### src/rtl/bcd_counter_2d.sv
// Two-digit BCD up/down counter (00-99) with parallel load, feeding BCD-to-Gray converters.
// Ports: clk, rst_n, en, up_dn, load, load_val[7:0] -> bcd_ones, bcd_tens, bcd_vld, tc, load_err.
module bcd_counter_2d #(
  parameter bit          WRAP = 1'b1,
  parameter int unsigned STEP = 1
) (
  input  logic       clk,
  input  logic       rst_n,
  input  logic       en,
  input  logic       up_dn,
  input  logic       load,
  input  logic [7:0] load_val,
  output logic [3:0] bcd_ones,
  output logic [3:0] bcd_tens,
  output logic       bcd_vld,
  output logic       tc,
  output logic       load_err
);

  localparam logic [4:0] STEP5 = 5'(STEP);

  typedef enum logic {
    RST = 1'b0,
    RUN = 1'b1
  } state_t;

  state_t state;

  logic [4:0] o_up;
  logic [4:0] t_up;
  logic [4:0] o_dn;
  logic [4:0] t_dn;
  logic       c_up;
  logic       b_dn;
  logic       ovf;
  logic       unf;
  logic [3:0] ou_n;
  logic [3:0] tu_n;
  logic [3:0] od_n;
  logic [3:0] td_n;
  logic       load_ok;

  logic [3:0] nxt_ones;
  logic [3:0] nxt_tens;
  logic       nxt_tc;
  logic       nxt_err;

  // Up path: ones digit absorbs STEP, any excess carries into tens.
  always_comb begin
    o_up = {1'b0, bcd_ones} + STEP5;
    c_up = (o_up > 5'd9);
    ou_n = c_up ? 4'(o_up - 5'd10) : o_up[3:0];
    t_up = {1'b0, bcd_tens} + {4'd0, c_up};
    ovf  = (t_up > 5'd9);
    tu_n = ovf ? 4'(t_up - 5'd10) : t_up[3:0];
  end

  // Down path: bit 4 of the 5-bit difference flags a negative result.
  always_comb begin
    o_dn = {1'b0, bcd_ones} - STEP5;
    b_dn = o_dn[4];
    od_n = b_dn ? 4'(o_dn + 5'd10) : o_dn[3:0];
    t_dn = {1'b0, bcd_tens} - {4'd0, b_dn};
    unf  = t_dn[4];
    td_n = unf ? 4'(t_dn + 5'd10) : t_dn[3:0];
  end

  assign load_ok = (load_val[7:4] <= 4'd9) &&
                   (load_val[3:0] <= 4'd9);

  always_comb begin
    nxt_ones = bcd_ones;
    nxt_tens = bcd_tens;
    nxt_tc   = 1'b0;
    nxt_err  = 1'b0;
    unique case (1'b1)
      load: begin
        if (load_ok) begin
          nxt_ones = load_val[3:0];
          nxt_tens = load_val[7:4];
        end else begin
          nxt_err = 1'b1;
        end
      end
      (!load && en && up_dn): begin
        nxt_tc = ovf;
        if (ovf && !WRAP) begin
          nxt_ones = 4'd9;
          nxt_tens = 4'd9;
        end else begin
          nxt_ones = ou_n;
          nxt_tens = tu_n;
        end
      end
      (!load && en && !up_dn): begin
        nxt_tc = unf;
        if (unf && !WRAP) begin
          nxt_ones = 4'd0;
          nxt_tens = 4'd0;
        end else begin
          nxt_ones = od_n;
          nxt_tens = td_n;
        end
      end
      (!load && !en): begin
        nxt_ones = bcd_ones;
        nxt_tens = bcd_tens;
      end
      default: begin
        nxt_ones = bcd_ones;
        nxt_tens = bcd_tens;
      end
    endcase
  end

  // The first edge out of reset already acts on load/en,
  // so the data path does not wait on the state register.
  always_ff @(posedge clk or negedge rst_n) begin
    if (!rst_n) begin
      state    <= RST;
      bcd_vld  <= 1'b0;
      bcd_ones <= 4'd0;
      bcd_tens <= 4'd0;
      tc       <= 1'b0;
      load_err <= 1'b0;
    end else begin
      state    <= RUN;
      bcd_vld  <= 1'b1;
      bcd_ones <= nxt_ones;
      bcd_tens <= nxt_tens;
      tc       <= nxt_tc;
      load_err <= nxt_err;
    end
  end

endmodule
### config.mk
export PLATFORM = sky130hd
export DESIGN_NAME = bcd_counter_2d
export DESIGN_NICKNAME = d
export VERILOG_FILES = /design/src/rtl/bcd_counter_2d.sv
export SDC_FILE = /design/constraint.sdc
export NUM_CORES = 1
export LEC_CHECK = 0
export BUFFER_PORTS_ARGS = -buffer_cell sky130_fd_sc_hd__buf_2
export CORE_UTILIZATION = 50
export CTS_BUF_LIST = sky130_fd_sc_hd__clkbuf_8
export DETAILED_ROUTE_END_ITERATION = 8
export HOLD_SLACK_MARGIN = 0.08
export PLACE_DENSITY = 0.71
export SYNTH_ARGS = -nofsm -noshare
export SYNTH_HDL_FRONTEND = slang
export SYNTH_SLANG_ARGS = --single-unit
### constraint.sdc
create_clock -name clk -period 7.1 [get_ports clk]
set_input_delay 1.42 -clock clk [delete_from_list [all_inputs] [get_ports clk]]
set_output_delay 1.42 -clock clk [all_outputs]
set_load 0.02 [all_outputs]
==> results.ini, run 1 <==
[cts]
cts.path.max_buffers=2
cts_sinks=11
cts_hold_buffers=0
cts_buffers=3
cts_tree=yes
cts_setup_buffers=0
h-tree-depth=1
ctsResizeCount=0
clk_pin_slew_ps=50
cts-root-buf=clkbuf_8
clock_latency_ps=240

[pwr]
comb_power_share=0.548
p_int_mw=0.1988
peakVddDrop_mv=0.1864
swShare=0.4696
clock_power_share=0.170
p_leak_nw=0.5970
p_per_area_mw_per_mm2=281.9
p_sw_mw=0.1761
p_seq_frac=0.282

[floorplan]
dieArea_mm2=0.002558
die_y_um=50.58
rows=17
initial_utilization=0.5334
die_w_um=50.58
design.core.area_mm2=0.002212
io_pins=24

[grt]
overflow=0
first_global_vias=1082
antenna_found_initial=0
grt_max_degree=17
grt_pass1_wl_um=4726
track_usage=0.2430

[placement]
routabilityCongestion=0.8812
dp_slack_ps=3826
port_buffers=23
dp_hpwl_um=2194

[timing]
slew_violations=0
fin_skew_ps=3.830
tns_ps=0
setup_viol=0
fin_crit_sh=0.4656
hold_viol=0
fin_crit_ps=3305
fmax_ghz=0.3025
fin_ws_ps=3795
grt_setup_unrepaired=no
worst_pin_slew_ps=539.5
relSlewSlack=0.6403

[logic_synthesis]
synth_cells=144
synth_edf_count=0
syn-num-nets=168
yosysUniqueCellTypes=46
synth_flop_cell=dfrtp_1
ys_seq_area_frac=0.2333
syn_area_mm2=0.001180
async_flop_share=1.000
postSynthAreaPerCell_um2=8.194
yosysWarningCount=0
ys_ff_latch=11

[final_layout]
num-fill-cells=209
drive_gt1_frac=0.2195
regArea_um2=275.3
multi_input_comb_area_um2=825.8
final_common_cell=buf_2
final_cell_mix=buf_2 (23), ha_1 (11), dfrtp_1 (11)
n_antenna_cell=0
syn_to_final_growth_pct=12.73
fin_nets=189

[routing]
drt_iter0_markers=28
wirelength_um=2832
avgViaCountPerCell=6.167
post_drt_wl_per_cell_um=14.75
drtAntennaViolNets=0
first_pass_iters=4
vias=1184
drc=0

[setup_path]
cp.required_ps=7200
worst_ep_arrival_time_ps=3410
cp-end-kind=register
critPathLaunchType=register
cp_max_fo=7
crit_type=reg -> reg

[job]
maxCapViolations=0

[status]
status=completed

[worst_hold_path]
min_path_type=reg -> reg

==> power groups by stage <==
stage          Clock [mW]  Combinational [mW]  Sequential, mW
6_report           0.0636               0.205           0.106
3_3_place_gp            0               0.197           0.105
3_5_place_dp            0               0.204           0.107
5_1_grt            0.0667               0.231           0.109
2_1_floorplan           0               0.164           0.101
4_1_cts            0.0637               0.205           0.106
==> through the flow <==
step	power (mW)	util	std cells	cell area (um2)	hold slack (ps)
finish	0.3749	0.6012	192	1330	595.0
global route	0.4065	0.6012	192	1330	665.3
CTS	0.3744	0.6012	192	1330	601.1
detailed placement	0.3107	0.5809	188	1285	594.0
global placement	0.3023	0.5809	188	1285	589.4
floorplan	0.2650	-	144	1180	663.7
==> worst paths after layout <==
| path | startpoint | to | slack [ps] | cells after the start |
|---|---|---|---|---|
| hold / removal | bcd_tens[0] | bcd_tens[0] | 590 | 2 |
| setup / recovery | bcd_ones[0] | bcd_tens[2] | 3790 | 14 |
| hold reg to reg | bcd_tens[0] | bcd_tens[0] | 590 | 2 |
| max in group asynchronous | rst_n | bcd_tens[3] | 5840 | 1 |
| setup reg to reg | bcd_ones[0] | bcd_tens[2] | 3790 | 14 |
| min in group asynchronous | rst_n | bcd_ones[3] | 1050 | 1 |
==> sequential cells by signal (all words and copies together) (netlist names) <==
register	flops
bcd_ones	4
bcd_vld	1
bcd_tens	4
load_err	1
tc	1
==> layout make-up <==
class                           instances  area share
Sequential cell                        11      0.2070
Timing Repair Buffer                   23     0.08655
Multi-Input combinational cell        117      0.6209
Tap cell                               28     0.02634
Clock inverter                          1    0.002822
Inverter                                9     0.02540
Clock buffer                            3     0.03104
==> routing by layer <==
layer	track usage	vias up	wire length [um]
met4	0.08333	0	48
met3	0.03939	6	74
met2	0.4400	24	1463
li1	-	567	-
met5	0	-	0
met1	0.2862	587	1244
==> worst max-delay path, cell delays in order, from the launching register on <==
cell      delay [ps]
dfrtp_1          460
inv_1            120
ha_1             350
inv_1            160
ha_1             170
nand2b_1          60
a21oi_1          160
o22ai_2          130
inv_1             70
ha_1             220
ha_1             340
and3b_1          250
a311oi_2         350
mux2i_1          250
a31oi_1          100
==> Yosys cell counts (3+ instances only) <==
library cell	count	area, um2
dfrtp_1	11	275.3
ha_1	11	137.6
nand2_1	10	37.54
a31oi_1	9	56.30
inv_1	9	33.78
nor2_1	9	33.78
nand2b_1	8	50.05
o21ai_0	8	40.04
a21oi_1	7	35.03
nand3_1	4	20.02
nor2b_1	4	25.02
nor3_1	4	20.02
xnor2_1	4	35.03
buf_2	3	15.01
mux2i_1	3	30.03
o22ai_1	3	18.77
==> logic make-up after synthesis <==
| group | share of synthesized area |
|---|---|
| simple gates | 0.2482 |
| compound gates | 0.2460 |
| buf+inv | 0.06679 |
| fa+ha+maj | 0.1166 |
| flops | 0.2333 |
| xor+xnor | 0.05090 |
| mux | 0.03500 |
| other cells | 0.003178 |
Note: power is estimated with default switching activity, not from simulation.
==> inputs of run 2 (changes only) <==
- clock period: 7.1 -> 3.4 ns (I/O delays scaled with it)
==> run 2 against run 1 <==
Net effect: flip-flop and latch count did not move; die area did not move; non-clock buffer count rose by 1; sequential share of layout area fell by 0.16 points; sequential power rose by 100%; utilization rose by 1.0 points.
==> results.ini, run 2 (synthesis gave the netlist of run 1 again) <==
[status]
status=completed

[setup_path]
cp.required_ps=3510  ; -3690 ps
critPathLaunchType=register
worstRegToRegCells=14  ; unchanged
crit_type=reg -> reg
path_cells=inv_1 > ha_1 > inv_1 > ha_1 > nand2b_1 > a21oi_1 > o22ai_2 > inv_1 > ha_1 > ha_4 > and3b_1 > a311oi_2 > mux2i_1 > a31oi_1
cp_max_fo=7  ; unchanged
path_delay_family=adder cells
slowest_delay_ps=420  ; -40 ps
cp-end-kind=register
worst_ep_arrival_time_ps=3280  ; -130 ps
cp_slowest_cell=dfrtp_2
path_depth=14  ; unchanged
critical_path_buf_inv_count=3  ; unchanged

[final_layout]
top_regs=bcd_ones: 4 flops, bcd_tens: 4 flops
final_cell_mix=buf_2 (23), inv_1 (10), nand2_1 (10), ha_1 (10)
final_common_cell=buf_2
instances_no_fill=193  ; +0.52%
fin_nets=190  ; +0.53%
drive_gt1_frac=0.2424  ; +0.02291
n_antenna_cell=0  ; unchanged
syn_to_final_growth_pct=14.63

[floorplan]
die_w_um=50.58  ; unchanged
rows=17  ; unchanged
dieArea_mm2=0.002558  ; unchanged
design.core.area_mm2=0.002212  ; unchanged
die_y_um=50.58  ; unchanged
initial_utilization=0.5334  ; unchanged
io_pins=24  ; unchanged

[grt]
antenna_found_initial=0  ; unchanged
overflow=0  ; unchanged
grt_pass1_wl_um=4581  ; -3.1%
grt_max_degree=17  ; unchanged
first_global_vias=1066  ; -1.5%
track_usage=0.2357  ; -0.007315

[cts]
cts_buffers=3  ; unchanged
h-tree-depth=1  ; unchanged
cts_setup_buffers=0  ; unchanged
cts.path.max_buffers=2  ; unchanged
cts_sinks=11  ; unchanged
cts-root-buf=clkbuf_8
cts_tree=yes
clock_latency_ps=240  ; about the same
clk_pin_slew_ps=60  ; about the same

[timing]
hold_viol=0  ; unchanged
relSlewSlack=0.6481  ; +0.007779
tns_ps=0  ; unchanged
fin_crit_sh=0.9322  ; +0.4667
worst_pin_slew_ps=527.9  ; -11.67 ps
setup_viol=0  ; unchanged
fmax_ghz=0.3155  ; +4.3%
grt_setup_unrepaired=no
fin_skew_ps=7.062  ; +3.232 ps
fin_crit_ps=3170  ; -135.9 ps
slew_violations=0  ; unchanged

[pwr]
p_per_area_mw_per_mm2=590.6  ; +110%
p_leak_nw=0.5995  ; +0.42%
peakVddDrop_mv=0.3838  ; +110%

[routing]
post_drt_wl_per_cell_um=14.40  ; -2.3%
drt_iter0_markers=32  ; +14%
drtAntennaViolNets=0  ; unchanged
wirelength_um=2780  ; -1.8%
vias=1154  ; -2.5%
first_pass_iters=4  ; unchanged
drc=0  ; unchanged
avgViaCountPerCell=5.979  ; -3.0%

[placement]
routabilityCongestion=0.8789  ; -0.26%
dp_hpwl_um=2165  ; -1.3%
port_buffers=23  ; unchanged
dp.cells=189  ; +0.53%

[worst_hold_path]
min_path_type=in -> async

[job]
maxCapViolations=0  ; unchanged

==> run 2: changes by cell type in the layout (fill, tap and decap cells not counted) <==
cell	previous run	this run
buf_4	0	1
ha_1	11	10
ha_4	0	1
dfrtp_2	0	2
dfrtp_1	11	9
==> run 2: worst register-to-register path, stage by stage, from the launching register on <==
cell and delay, ps:
dfrtp_2 420, inv_1 100, ha_1 340, inv_1 160
ha_1 170, nand2b_1 50, a21oi_1 190, o22ai_2 140
inv_1 70, ha_1 270, ha_4 210, and3b_1 210
a311oi_2 340, mux2i_1 250, a31oi_1 100
==> run 2: area by class of cell <==
cell class / instances / area, um2
Tap cell: 28 / 35.03
Fill cell: 197 / 859.6
Timing Repair Buffer: 24 / 122.6
Clock buffer: 3 / 41.29
Sequential cell: 11 / 277.8
Clock inverter: 1 / 3.754
Inverter: 9 / 33.78
Multi-Input combinational cell: 117 / 838.3
==> run 2: timing repair <==
action                                 4_1_cts  5_1_grt
endpoints found under the hold margin        0        0
setup endpoints to repair                    0        4
gates resized for setup                      0        4
hold buffers                                 0        0
==> run 2: worst paths after layout <==
path | from | to | slack [ps]
max in group asynchronous | rst_n | bcd_ones[1] | 2860
setup reg to reg | bcd_ones[0] | bcd_tens[2] | 230
hold / removal | rst_n | tc | 300
hold reg to reg | bcd_tens[0] | bcd_tens[0] | 600
setup / recovery | bcd_ones[0] | bcd_tens[2] | 230
min in group clk | bcd_tens[0] | bcd_tens[0] | 600
==> run 2: metrics by stage <==
stage	power [mW]	worst slack (ps)	hold WS, ps	util	cell area [um2]
after floorplan	0.5534	329.9	384.4	-	1180
after global placement	0.6364	202.4	565.8	0.5843	1292
after detailed placement	0.6491	97.72	568.0	0.5843	1292
after CTS	0.7821	87.91	312.4	0.6046	1338
after global routing	0.8696	12.05	312.5	0.6114	1353
final	0.7988	230.4	302.8	0.6114	1353
==> run 2: routing by layer <==
layer / vias to the layer above / GRT usage / wire length (um)
li1: 568 / - / -
met1: 548 / 0.2780 / 1255
met2: 28 / 0.4022 / 1382
met3: 10 / 0.02727 / 65
met4: 0 / 0.1481 / 78
met5: - / 0 / 0
==> run 2: report_power, final <==
group / leakage [nW] / total [mW] / switching [mW] / internal (mW)
registers: 0.127 / 0.216 / 0.0601 / 0.155
clock network: 0.0269 / 0.132 / 0.0521 / 0.0794
logic: 0.446 / 0.452 / 0.257 / 0.195
total: 0.600 / 0.799 / 0.369 / 0.430
==> inputs of run 3 (changes only) <==
- CORE_UTILIZATION: 50 -> 57
- PLACE_DENSITY: 0.71 -> 0.79
==> run 3 against run 2 <==
Net effect: non-clock buffer count unchanged; clock power about the same; critical path type unchanged; first-iteration DRC count down 22%; clock skew down 2.5 ps.
==> results.ini, run 3 (synthesis gave the netlist of run 1 again) <==
[timing]
relSlewSlack=0.6323  ; -0.01583
holdWs_ps=304.5  ; +1.722 ps
setup_viol=0  ; unchanged
fin_skew_ps=4.517  ; -2.545 ps
fin_crit_ps=3123  ; -46.76 ps
fmax_ghz=0.3202  ; +1.5%
fin_crit_sh=0.9185  ; -0.01375
slew_violations=0  ; unchanged
hold_viol=0  ; unchanged
worst_pin_slew_ps=551.6  ; +23.74 ps
grt_setup_unrepaired=no
tns_ps=0  ; unchanged

[routing]
avgViaCountPerCell=6.047  ; +1.1%
drt_iter0_markers=25  ; -22%
vias=1161  ; +0.61%
wirelength_um=2787  ; +0.25%
drtAntennaViolNets=0  ; unchanged
drc=0  ; unchanged
first_pass_iters=4  ; unchanged
post_drt_wl_per_cell_um=14.52  ; +0.77%

[setup_path]
timing.rr.end=bcd_tens[2]
r2r-start=bcd_ones[0]
reg2reg_setup_slack_ps=280  ; +50 ps
cp.required_ps=3510  ; about the same
slowest_delay_ps=410  ; about the same
cp_max_fo=7  ; unchanged
worst_ep_arrival_time_ps=3230  ; -50 ps
path_cells=inv_1 > ha_1 > inv_1 > ha_1 > nand2b_1 > a21oi_1 > o22ai_2 > inv_1 > ha_1 > ha_4 > and3b_1 > a311oi_2 > mux2i_1 > a31oi_1
critPathLaunchType=register
cp_slowest_cell=dfrtp_2
worstRegToRegCells=14  ; unchanged
crit_type=reg -> reg
cp-end-kind=register

[floorplan]
rows=16  ; -1
dieArea_mm2=0.002256  ; -12%
die_y_um=47.50  ; -6.1%
design.core.area_mm2=0.001962  ; -11%
io_pins=24  ; unchanged
die_w_um=47.50  ; -6.1%
initial_utilization=0.6014  ; +0.06803

[job]
maxCapViolations=0  ; unchanged

[pwr]
p_sw_mw=0.3703  ; +0.40%
peakVddDrop_mv=0.3379  ; -12%
clock_power_share=0.168  ; +0.003
comb_power_share=0.566  ; about the same
p_per_area_mw_per_mm2=591.1  ; about the same
p_leak_nw=0.5995  ; unchanged
p_int_mw=0.4284  ; -0.36%
swShare=0.4637  ; +0.001894
p_seq_frac=0.266  ; -0.004

[final_layout]
regArea_um2=277.8  ; unchanged
final_common_cell=buf_2
syn_to_final_growth_pct=14.53  ; about the same
n_antenna_cell=0  ; unchanged
fin_nets=190  ; unchanged
top_regs=bcd_ones: 4 flops, bcd_tens: 4 flops
drive_gt1_frac=0.2424  ; unchanged
multi_input_comb_area_um2=838.3  ; unchanged
num-fill-cells=182  ; -7.6%
postLayoutCoreUtil=0.6888  ; +0.07735
stdcell_area_mm2=0.001351  ; about the same
final_cell_mix=buf_2 (23), inv_1 (10), nand2_1 (10), ha_1 (10)

[placement]
port_buffers=23  ; unchanged
routabilityCongestion=1.001  ; +14%
dp_hpwl_um=2092  ; -3.4%
place_area_mm2=0.001291  ; about the same

[cts]
cts-root-buf=clkbuf_8
cts_sinks=11  ; unchanged
clock_latency_ps=240  ; about the same
cts_tree=yes
clk_pin_slew_ps=60  ; about the same
cts_setup_buffers=0  ; unchanged
cts_hold_buffers=0  ; unchanged
ctsResizeCount=0  ; unchanged
cts.path.max_buffers=2  ; unchanged
cts_buffers=3  ; unchanged
h-tree-depth=1  ; unchanged

[status]
status=completed

[grt]
first_global_vias=999  ; -6.3%
overflow=0  ; unchanged
track_usage=0.2768  ; +0.04107
grt_pass1_wl_um=4326  ; -5.6%
antenna_found_initial=0  ; unchanged
grt_max_degree=17  ; unchanged

[worst_hold_path]
min_path_type=in -> async

==> run 3: cell counts in the layout (fill, tap and decap cells not counted) <==
Identical to the previous run, type by type.
==> run 3: stage by stage <==
step	setup WS [ps]	cells	power, mW
2_1_floorplan	329.9	144	0.5534
3_3_place_gp	300.4	188	0.6312
3_5_place_dp	168.7	188	0.6448
4_1_cts	146.0	192	0.7807
5_1_grt	9.281	192	0.8759
6_report	277.2	192	0.7987
==> run 3: how the worst max path moves through the flow <==
stage / cells after the start / from / slack [ps] / end
floorplan: 14 / bcd_ones[0] / 330 / bcd_tens[2]
global placement: 14 / bcd_ones[0] / 300 / bcd_tens[2]
detailed placement: 14 / bcd_ones[0] / 170 / bcd_tens[2]
CTS: 14 / bcd_ones[0] / 150 / bcd_tens[2]
global route: 14 / bcd_ones[0] / 9 / bcd_tens[2]
finish: 14 / bcd_ones[0] / 280 / bcd_tens[2]
==> run 3: per-layer routing <==
metal,track usage,share of wire
met1,0.3594,0.43
met2,0.4384,0.49
met3,0.02642,0.042
met4,0.1771,0.030
met5,0,0
==> run 3: power by group through the flow <==
stage / clock network (mW) / logic (mW) / registers (mW)
2_1_floorplan: 0 / 0.342 / 0.212
3_3_place_gp: 0 / 0.422 / 0.209
3_5_place_dp: 0 / 0.434 / 0.211
4_1_cts: 0.135 / 0.437 / 0.209
5_1_grt: 0.145 / 0.511 / 0.220
6_report: 0.134 / 0.452 / 0.212
==> run 3: cell type report <==
class | count | area share
multi-input cells | 117 | 0.6204
well taps | 27 | 0.02500
flip-flops and latches | 11 | 0.2056
clock inverters | 1 | 0.002778
repair buffers | 24 | 0.09074
inverters | 9 | 0.02500
clock buffers | 3 | 0.03056
==> run 3: worst max-delay path, delay by kind of cell (launching register included) <==
family,cells,cell delay (ps)
AOI/OAI and AO/OA,4,780
and+or+nand+nor,2,280
buffers and inverters,3,330
muxes,1,220
DFF,1,410
adders and majority gates,4,960
